==> src/rtl/trigger_pkg.sv <==
// Shared definitions for the trigger burst sequencer: FSM state encoding,
// default bus widths and the pulse-count value that selects endless bursts.
package trigger_pkg;

  localparam int unsigned DEF_DW = 32;
  localparam int unsigned DEF_W  = 16;
  localparam int unsigned DEF_NW = 16;

  // A programmed pulse count of zero keeps the burst running until stop.
  localparam int unsigned NPULSE_INFINITE = 0;

  typedef enum logic [1:0] {
    ST_IDLE  = 2'd0,
    ST_DELAY = 2'd1,
    ST_HIGH  = 2'd2,
    ST_LOW   = 2'd3
  } state_t;

endpackage

==> src/rtl/trig_down_cnt.sv <==
// Loadable down-counter used to time the start delay and the high/low phases.
// The terminal-count flag is raised on the last cycle of the loaded span, and
// a load value of zero behaves like one so every span lasts at least a cycle.
module trig_down_cnt #(
  parameter int unsigned WIDTH = 16
) (
  input  logic             i_clk,
  input  logic             i_rst,
  input  logic             i_load,
  input  logic [WIDTH-1:0] i_load_val,
  input  logic             i_dec,
  output logic             o_tc
);

  logic [WIDTH-1:0] r_cnt;

  // Load takes priority; otherwise count down, saturating at zero.
  // NOTE: clocked state uses non-blocking assignments so every flop samples
  // pre-edge values, independent of block evaluation order.
  always_ff @(posedge i_clk or posedge i_rst) begin
    if (i_rst) begin
      r_cnt <= '0;
    end else if (i_load) begin
      r_cnt <= i_load_val;
    end else if (i_dec && (r_cnt != '0)) begin
      r_cnt <= r_cnt - WIDTH'(1);
    end
  end

  assign o_tc = (r_cnt <= WIDTH'(1));

endmodule

==> src/rtl/trigger_burst_ctrl.sv <==
// Counted trigger burst sequencer: optional start delay, then NPULSE pulses of
// WIDTH0 high / WIDTH1 low cycles, with abort and an endless mode.
// Burst settings are captured when a start is accepted, so register writes
// during a burst only affect the next one.
module trigger_burst_ctrl
  import trigger_pkg::*;
#(
  parameter int unsigned DW = DEF_DW,
  parameter int unsigned W  = DEF_W,
  parameter int unsigned NW = DEF_NW
) (
  input  logic          aclk,
  input  logic          areset,
  input  logic          start,
  input  logic          stop,
  input  logic [DW-1:0] DELAY_REG,
  input  logic [W-1:0]  WIDTH0_REG,
  input  logic [W-1:0]  WIDTH1_REG,
  input  logic [NW-1:0] NPULSE_REG,
  output logic          trigger,
  output logic          busy,
  output logic          done,
  output logic [NW-1:0] pulse_cnt
);

  state_t        r_state;
  state_t        w_next_state;
  logic [W-1:0]  r_width0;
  logic [W-1:0]  r_width1;
  logic [NW-1:0] r_npulse;
  logic [NW-1:0] r_pulse_cnt;
  logic          r_trigger;
  logic          r_busy;
  logic          r_done;

  logic          w_accept;
  logic          w_done_next;
  logic          w_dly_tc;
  logic          w_ph_tc;
  logic          w_in_phase;
  logic          w_enter_high;
  logic          w_ph_load;
  logic [W-1:0]  w_ph_load_val;
  logic          w_last_pulse;

  assign w_accept     = (r_state == ST_IDLE) && start && !stop;
  assign w_in_phase   = (r_state == ST_HIGH) || (r_state == ST_LOW);
  assign w_last_pulse = (r_npulse != NW'(NPULSE_INFINITE)) && (r_pulse_cnt == r_npulse);
  assign w_enter_high = (w_next_state == ST_HIGH) && (r_state != ST_HIGH);

  // Reload the phase counter on every HIGH/LOW entry. A burst with no delay
  // enters HIGH straight from IDLE, before the width latch has been written.
  assign w_ph_load     = ((w_next_state == ST_HIGH) || (w_next_state == ST_LOW))
                         && (w_next_state != r_state);
  assign w_ph_load_val = (w_next_state == ST_LOW)  ? r_width1   :
                         (r_state      == ST_IDLE) ? WIDTH0_REG : r_width0;

  trig_down_cnt #(.WIDTH(DW)) u_delay_cnt (
    .i_clk      (aclk),
    .i_rst      (areset),
    .i_load     (w_accept),
    .i_load_val (DELAY_REG),
    .i_dec      (r_state == ST_DELAY),
    .o_tc       (w_dly_tc)
  );

  trig_down_cnt #(.WIDTH(W)) u_phase_cnt (
    .i_clk      (aclk),
    .i_rst      (areset),
    .i_load     (w_ph_load),
    .i_load_val (w_ph_load_val),
    .i_dec      (w_in_phase),
    .o_tc       (w_ph_tc)
  );

  // Next-state decode; stop aborts any active state and beats completion.
  // NOTE: every signal written here gets a default first, so no path can
  // leave it unassigned and infer a latch.
  always_comb begin
    w_next_state = r_state;
    w_done_next  = 1'b0;
    case (r_state)
      ST_IDLE: begin
        if (w_accept) begin
          w_next_state = (DELAY_REG != '0) ? ST_DELAY : ST_HIGH;
        end
      end
      ST_DELAY: begin
        if (stop) begin
          w_next_state = ST_IDLE;
        end else if (w_dly_tc) begin
          w_next_state = ST_HIGH;
        end
      end
      ST_HIGH: begin
        if (stop) begin
          w_next_state = ST_IDLE;
        end else if (w_ph_tc) begin
          if (w_last_pulse) begin
            w_next_state = ST_IDLE;
            w_done_next  = 1'b1;
          end else begin
            w_next_state = ST_LOW;
          end
        end
      end
      ST_LOW: begin
        if (stop) begin
          w_next_state = ST_IDLE;
        end else if (w_ph_tc) begin
          w_next_state = ST_HIGH;
        end
      end
      default: w_next_state = ST_IDLE;
    endcase
  end

  // State register.
  always_ff @(posedge aclk or posedge areset) begin
    if (areset) begin
      r_state <= ST_IDLE;
    end else begin
      r_state <= w_next_state;
    end
  end

  // Capture burst settings when a start is accepted.
  // NOTE: these capture registers are reset as well, so a burst can never
  // run on power-up garbage should the FSM ever reach an active state.
  always_ff @(posedge aclk or posedge areset) begin
    if (areset) begin
      r_width0 <= '0;
      r_width1 <= '0;
      r_npulse <= '0;
    end else if (w_accept) begin
      r_width0 <= WIDTH0_REG;
      r_width1 <= WIDTH1_REG;
      r_npulse <= NPULSE_REG;
    end
  end

  // Pulse counter: cleared on acceptance, bumped on each HIGH entry, wraps freely.
  always_ff @(posedge aclk or posedge areset) begin
    if (areset) begin
      r_pulse_cnt <= '0;
    end else if (w_accept) begin
      r_pulse_cnt <= w_enter_high ? NW'(1) : '0;
    end else if (w_enter_high) begin
      r_pulse_cnt <= r_pulse_cnt + NW'(1);
    end
  end

  // Registered outputs decoded from the state being entered.
  always_ff @(posedge aclk or posedge areset) begin
    if (areset) begin
      r_trigger <= 1'b0;
      r_busy    <= 1'b0;
      r_done    <= 1'b0;
    end else begin
      r_trigger <= (w_next_state == ST_HIGH);
      r_busy    <= (w_next_state != ST_IDLE);
      r_done    <= w_done_next;
    end
  end

  assign trigger   = r_trigger;
  assign busy      = r_busy;
  assign done      = r_done;
  assign pulse_cnt = r_pulse_cnt;

endmodule

==> config.mk <==
export PLATFORM = sky130hd
export DESIGN_NAME = trigger_burst_ctrl
export DESIGN_NICKNAME = d
export VERILOG_FILES = /design/src/rtl/trigger_pkg.sv /design/src/rtl/trig_down_cnt.sv /design/src/rtl/trigger_burst_ctrl.sv
export SDC_FILE = /design/constraint.sdc
export NUM_CORES = 1
export LEC_CHECK = 0
export CORE_MARGIN = 4
export CORE_UTILIZATION = 59
export DETAILED_ROUTE_END_ITERATION = 6
export GPL_TIMING_DRIVEN = 0
export PLACE_DENSITY = 0.9
export SETUP_SLACK_MARGIN = 0.15
export SKIP_CTS_REPAIR_TIMING = 1
export SLEW_MARGIN = 10
export SYNTH_ARGS = -nofsm -noshare
export SYNTH_HDL_FRONTEND = slang
export SYNTH_HIERARCHICAL = 1
export SYNTH_SLANG_ARGS = --single-unit
export TNS_END_PERCENT = 30
==> constraint.sdc <==
create_clock -name aclk -period 6.2 [get_ports aclk]
set_input_delay 0.62 -clock aclk [delete_from_list [all_inputs] [get_ports aclk]]
set_output_delay 0.62 -clock aclk [all_outputs]
set_load 0.005 [all_outputs]
Word-level counts from Yosys, hierarchy flattened
Cells that the tools add are included.
- flip-flop bits (word level): 117
- word-level logic and storage cells: 65
- output and inout bits: 19
- input bits: 84
- eq/ne operators: 8
- multiplexer cells: 23
- reduce and logical (&&, ||, !) cells: 19
- add/subtract/negate cells: 3
- magnitude comparators: 2
- operators with widths (cell ; count):
    16-bit 2-to-1 mux ; 6
    32-bit 2-to-1 mux ; 2
    32-bit nonzero test ; 2
    32-bit by 1-bit <= comparator with 1-bit output, second input constant ; 1
    16-bit nonzero test ; 2
    32-bit by 1-bit subtractor with 32-bit output, second input constant ; 1
    2-bit 2-to-1 mux ; 9
    16-bit by 1-bit adder with 16-bit output, second input constant ; 1
    16-bit == test ; 1
    16-bit by 1-bit <= comparator with 1-bit output, second input constant ; 1
    16-bit by 1-bit subtractor with 16-bit output, second input constant ; 1
    2-bit == test, second input constant ; 4
    2-bit case mux with 4 select lines ; 1
    2-bit nonzero test ; 4
    1-bit logical AND ; 7
    1-bit 2-to-1 mux ; 5
    2-bit by 1-bit == test with 1-bit output, second input constant ; 1
    2-bit logical NOT ; 1
    1-bit logical OR ; 2
    2-bit != test ; 1
    2-bit != test, second input constant ; 1
    1-bit logical NOT ; 1

Logic depth before layout (Yosys ltp)
- depth after elaboration: 10
- gate-level depth with buffers: 16
- mapped depth without buffers: 13

Hierarchy
Netlist, hierarchy kept.
- by module, submodules not included (module ; instances ; area each (um^2) ; cells each ; seq. area each (um^2)):
    trigger_burst_ctrl ; 1 ; 3617.2 ; 394 ; 1726.7
    trig_down_cnt (u_delay_cnt) ; 1 ; 2198.4 ; 238 ; 800.8
    trig_down_cnt (u_phase_cnt) ; 1 ; 1062.3 ; 122 ; 400.4

Worst setup path after synthesis
No wires, ideal clock.
- path kind: flip-flop to flip-flop
- start: register u_delay_cnt.r_cnt[11]
- end: register u_phase_cnt.r_cnt[15]
- arrival: 3.485 ns
- required time: 6.055 ns
- stages on the path, launching flop included: 15
- path slack: 2.570 ns
- period minus slack after synthesis: 3.630 ns
- setup time: 0.145 ns
- path buffers: 4
- cell sequence: dfrtp_1 > or4_4 > or4_4 > buf_6 > nor3_1 > nor2_1 > a221oi_2 > buf_2 > nand2_1 > nand2_1 > clkbuf_1 > inv_1 > clkbuf_1 > o311ai_0 > o211ai_1
- cells in the longest elaborated chain, start to end: 8
- elaborated cells between the ends (all ways): 12
- those cells by class: order compare (1); eq/ne (3); mux (5); reduce/logical (3)
- ends and longest elaborated chain (item ; line ; text):
    start: declaration ; trig_down_cnt.sv:15 ; logic [WIDTH-1:0] r_cnt;
    start signal: assignment ; trig_down_cnt.sv:24 ; r_cnt <= i_load_val;
    start signal: assignment ; trig_down_cnt.sv:26 ; r_cnt <= r_cnt - WIDTH'(1);
    32-bit by 1-bit <= comparator with 1-bit output (*) ; trig_down_cnt.sv:30 ; assign o_tc = (r_cnt <= WIDTH'(1));
    via w_dly_tc ; trigger_burst_ctrl.sv:38 ; logic w_dly_tc;
    2-bit 2-to-1 mux (*) ; trigger_burst_ctrl.sv:91 ; end else if (w_dly_tc) begin
    2-bit 2-to-1 mux (*) ; trigger_burst_ctrl.sv:89 ; if (stop) begin
    2-bit case mux with 4 select lines (*) ; trigger_burst_ctrl.sv:82 ; case (r_state)
    2-bit == test ; trigger_burst_ctrl.sv:53 ; assign w_ph_load = ((w_next_state == ST_HIGH) || (w_next_state == ST_LOW))
    1-bit logical OR ; trigger_burst_ctrl.sv:53 ;
    1-bit logical AND (*) ; trigger_burst_ctrl.sv:54 ; && (w_next_state != r_state);
    via w_ph_load ; trigger_burst_ctrl.sv:42 ; logic w_ph_load;
    16-bit 2-to-1 mux / 2-bit nonzero test (equally long branches) ; -- ;
    end signal: assignment ; trig_down_cnt.sv:24 ;
    end signal: assignment ; trig_down_cnt.sv:26 ;
    end: declaration ; trig_down_cnt.sv:15 ;
The timed path passes the listed nets; every way through them passes the cells marked *.
A chain may end at the register's enable or synchronous reset.

Worst setup path after layout
- start: register u_delay_cnt.r_cnt[16]
- end: register u_phase_cnt.r_cnt[15]
The elaborated chain is that of the path after synthesis.

==> results.yml <==
setup_path:
  critPathTopFamily: "simple AND/OR/NAND/NOR gates"
  crit_type: "flip-flop to flip-flop"
  critPathCaptureType: "flip-flop"
  critPathMaxFanout: 10
  crit_chain: "nor4_2, nand4_1, clkbuf_1, nor3_1, nor2_1, a221oi_2, buf_2, nand2_1, nand2_1, clkbuf_1, inv_1, clkbuf_1, o311ai_0, o211ai_1"
  worstSetupStartpointType: "flip-flop"
  path_buf_inv: 5
  cp.arrival_ps: 5050
  cp_data_required_time_ps: 6470
  cpMostUsedCell: "clkbuf_1"
  slowest_delay_ps: 660
  cpMaxStageDelayCell: "nor4_2"
synthesis:
  synthXorXnorAreaFrac_pct: 7.622
  yosysTopAreaCell: "dfrtp_1"
  synth_cells: 754
  synth_fa_ha_area_share_pct: 0.9096
  synth_area_leaders: "dfrtp_1 43%, nand2_1 11%, mux2_2 4.3%"
  synth_area_per_cell_um2: 9.122
  syn_area_um2: 6878
  yosys-mux-area-fraction_pct: 6.440
  synth-simple-area-share_pct: 27.89
  synth_top_family_by_area: "simple AND/OR/NAND/NOR gates"
  yosysUniqueCellTypes: 69
  synth_compound_area_share_pct: 10.68
  async_flop_share_pct: 100.0
  yosysWarnings: 6
  ys_ff_latch: 117
  synth_fp_nets: 843
  synth.top_cell.area_share_pct: 42.57
  ys_seq_area_share_pct: 42.57
  synth_ff_type: "dfrtp_1"
  synth_edf_count: 0
detailed_routing:
  wl_per_cell_um: 18.85
  drtIter0Drc: 775
  vias: 6411
  routed_via_density: 6.212
  drc_errors: 0
  ant_nets: 0
  first_pass_iters: 7
  wirelength_um: 19460
run_status:
  outcome: "completed"
timing:
  skew_ps: 7.520
  period_needed_ps: 4781
  relSlewSlack_pct: 51.02
  tightest_slew_ps: 728.7
  slew_violations: 0
  hold_violations: 0
  rsz0062_at_grt: "false"
  setup_viol: 0
  max_freq_ghz: 0.2092
  fin_crit_sh_pct: 77.11
  setup_tns_ps: 0
clock_network:
  h-tree-depth: 4
  cts_tree: "done"
  clkSinkCount: 117
  clk_latency_ps: 420
  cts_root_buf: "clkbuf_16"
  numCtsBuffers: 17
  clk_path_buf_depth: 2
  clk_pin_slew_worst_paths_ps: 60
layout:
  nets: 965
  seqCellArea_um2: 2928
  antenna_cells: 0
  drive_gt1_share_pct: 12.37
  n_fill_cell: 772
  areaGrowthSynthToFinish_pct: 26.25
  multi_input_area_um2: 3682
  mostFrequentLayoutCell: "nand2_1"
  layout_common_cells: "193 x nand2_1, 117 x dfrtp_1, 102 x clkdlybuf4s50_1, 39 x nor2_1, 33 x xnor2_1"
global_routing:
  grt_pass1_wl_um: 31280
  antenna_found_initial: 0
  grt_pass1_vias: 6451
  grt_overflow: 0
  grt_use_total_pct: 29.95
  grt_max_degree: 44
hold_path:
  hp-class: "flip-flop to flip-flop"
floorplanning:
  num_rows: 39
  coreArea_um2: 11420
  die_y_um: 116.0
  design.portCount: 103
  dieArea_um2: 13450
  start_util_pct: 60.23
  dieWidth_um: 116.0
power_and_ir_drop:
  power_mw: 2.449
  vdd_drop_max_mv: 0.3301
  powerDensity_nw_per_um2: 282.0
  p_leak_nw: 3.573
placed_design:
  place.gp.congestion: 0.9799
  port_buffers: 102
  dp_hpwl_um: 13420
job:
  cap_violations: 0
layout make-up:
cell class	instances	area share [%]
flip-flops and latches	117	33.72
plain buffers	40	2.262
clock inverters	11	1.527
clock buffers	21	5.187
well taps	143	2.061
repair buffers	103	11.99
multi-input cells	578	42.41
inverters	19	0.8501
power by group:
group | internal (mW) | switching [mW]
registers | 0.883 | 0.127
clock network | 0.636 | 0.344
logic | 0.222 | 0.237
total | 1.74 | 0.708
worst paths after layout:
path	start	end	slack, ps	depth (start not counted)
setup / recovery	u_delay_cnt/r_cnt[16]	u_phase_cnt/r_cnt[15]	1420	14
hold / removal	r_width0[4]	r_width0[4]	470	2
setup reg to reg	u_delay_cnt/r_cnt[16]	u_phase_cnt/r_cnt[15]	1420	14
hold reg to reg	r_width0[4]	r_width0[4]	470	2
max in group asynchronous	areset	u_delay_cnt/r_cnt[5]	4990	2
min in group asynchronous	areset	r_width1[7]	620	2
worst reg2reg max path, delay by kind of cell, from the launching register on:
family                 cells  cell delay, ps
AOI/OAI and AO/OA          3             850
buffers and inverters      5            1470
DFF                        1             460
and+or+nand+nor            6            1840
flip-flops by register name, indices dropped and copies added (netlist names):
signal	flops
r_width0	16
u_delay_cnt/r_cnt	32
busy	1
pulse_cnt	16
done	1
r_npulse	16
r_width1	16
trigger	1
r_state	2
u_phase_cnt/r_cnt	16
logic make-up (layout without fill, tap and decap cells):
logic type | Yosys count | in the layout
compound gates | 97 | 97
xor+xnor | 59 | 59
fa+ha+maj | 5 | 5
buf+inv | 59 | 194
flops | 117 | 117
mux | 36 | 36
simple gates | 381 | 381
per-stage QoR:
step / setup WS, ps / hold WS, ps / util (%) / std cells / area (um^2)
2_1_floorplan: 2570 / 440.1 / - / 754 / 6878
3_3_place_gp: 1741 / 452.6 / 70.74 / 999 / 8078
3_5_place_dp: 1757 / 459.3 / 70.94 / 1000 / 8100
4_1_cts: 1664 / 474.8 / 76.05 / 1032 / 8683
5_1_grt: 1151 / 494.3 / 76.05 / 1032 / 8683
6_report: 1419 / 472.5 / 76.05 / 1032 / 8683
per-layer routing:
layer | global-route usage (%) | part of all wire, %
met1 | 39.51 | 40
met2 | 46.38 | 47
met5 | 0 | 0
met4 | 14.23 | 3.5
met3 | 7.676 | 9.1
synth_stat cells (11+ instances only):
cell      instances
inv_1            18
o21ai_0          27
mux2_2           26
xnor2_1          33
nand3_1          21
xor2_1           25
nand4_1          26
nor3_1           11
dfrtp_1         117
nand2_1         193
nor4_1           22
nor2_1           39
clkbuf_1         29
(Power assumes the default switching activity.)
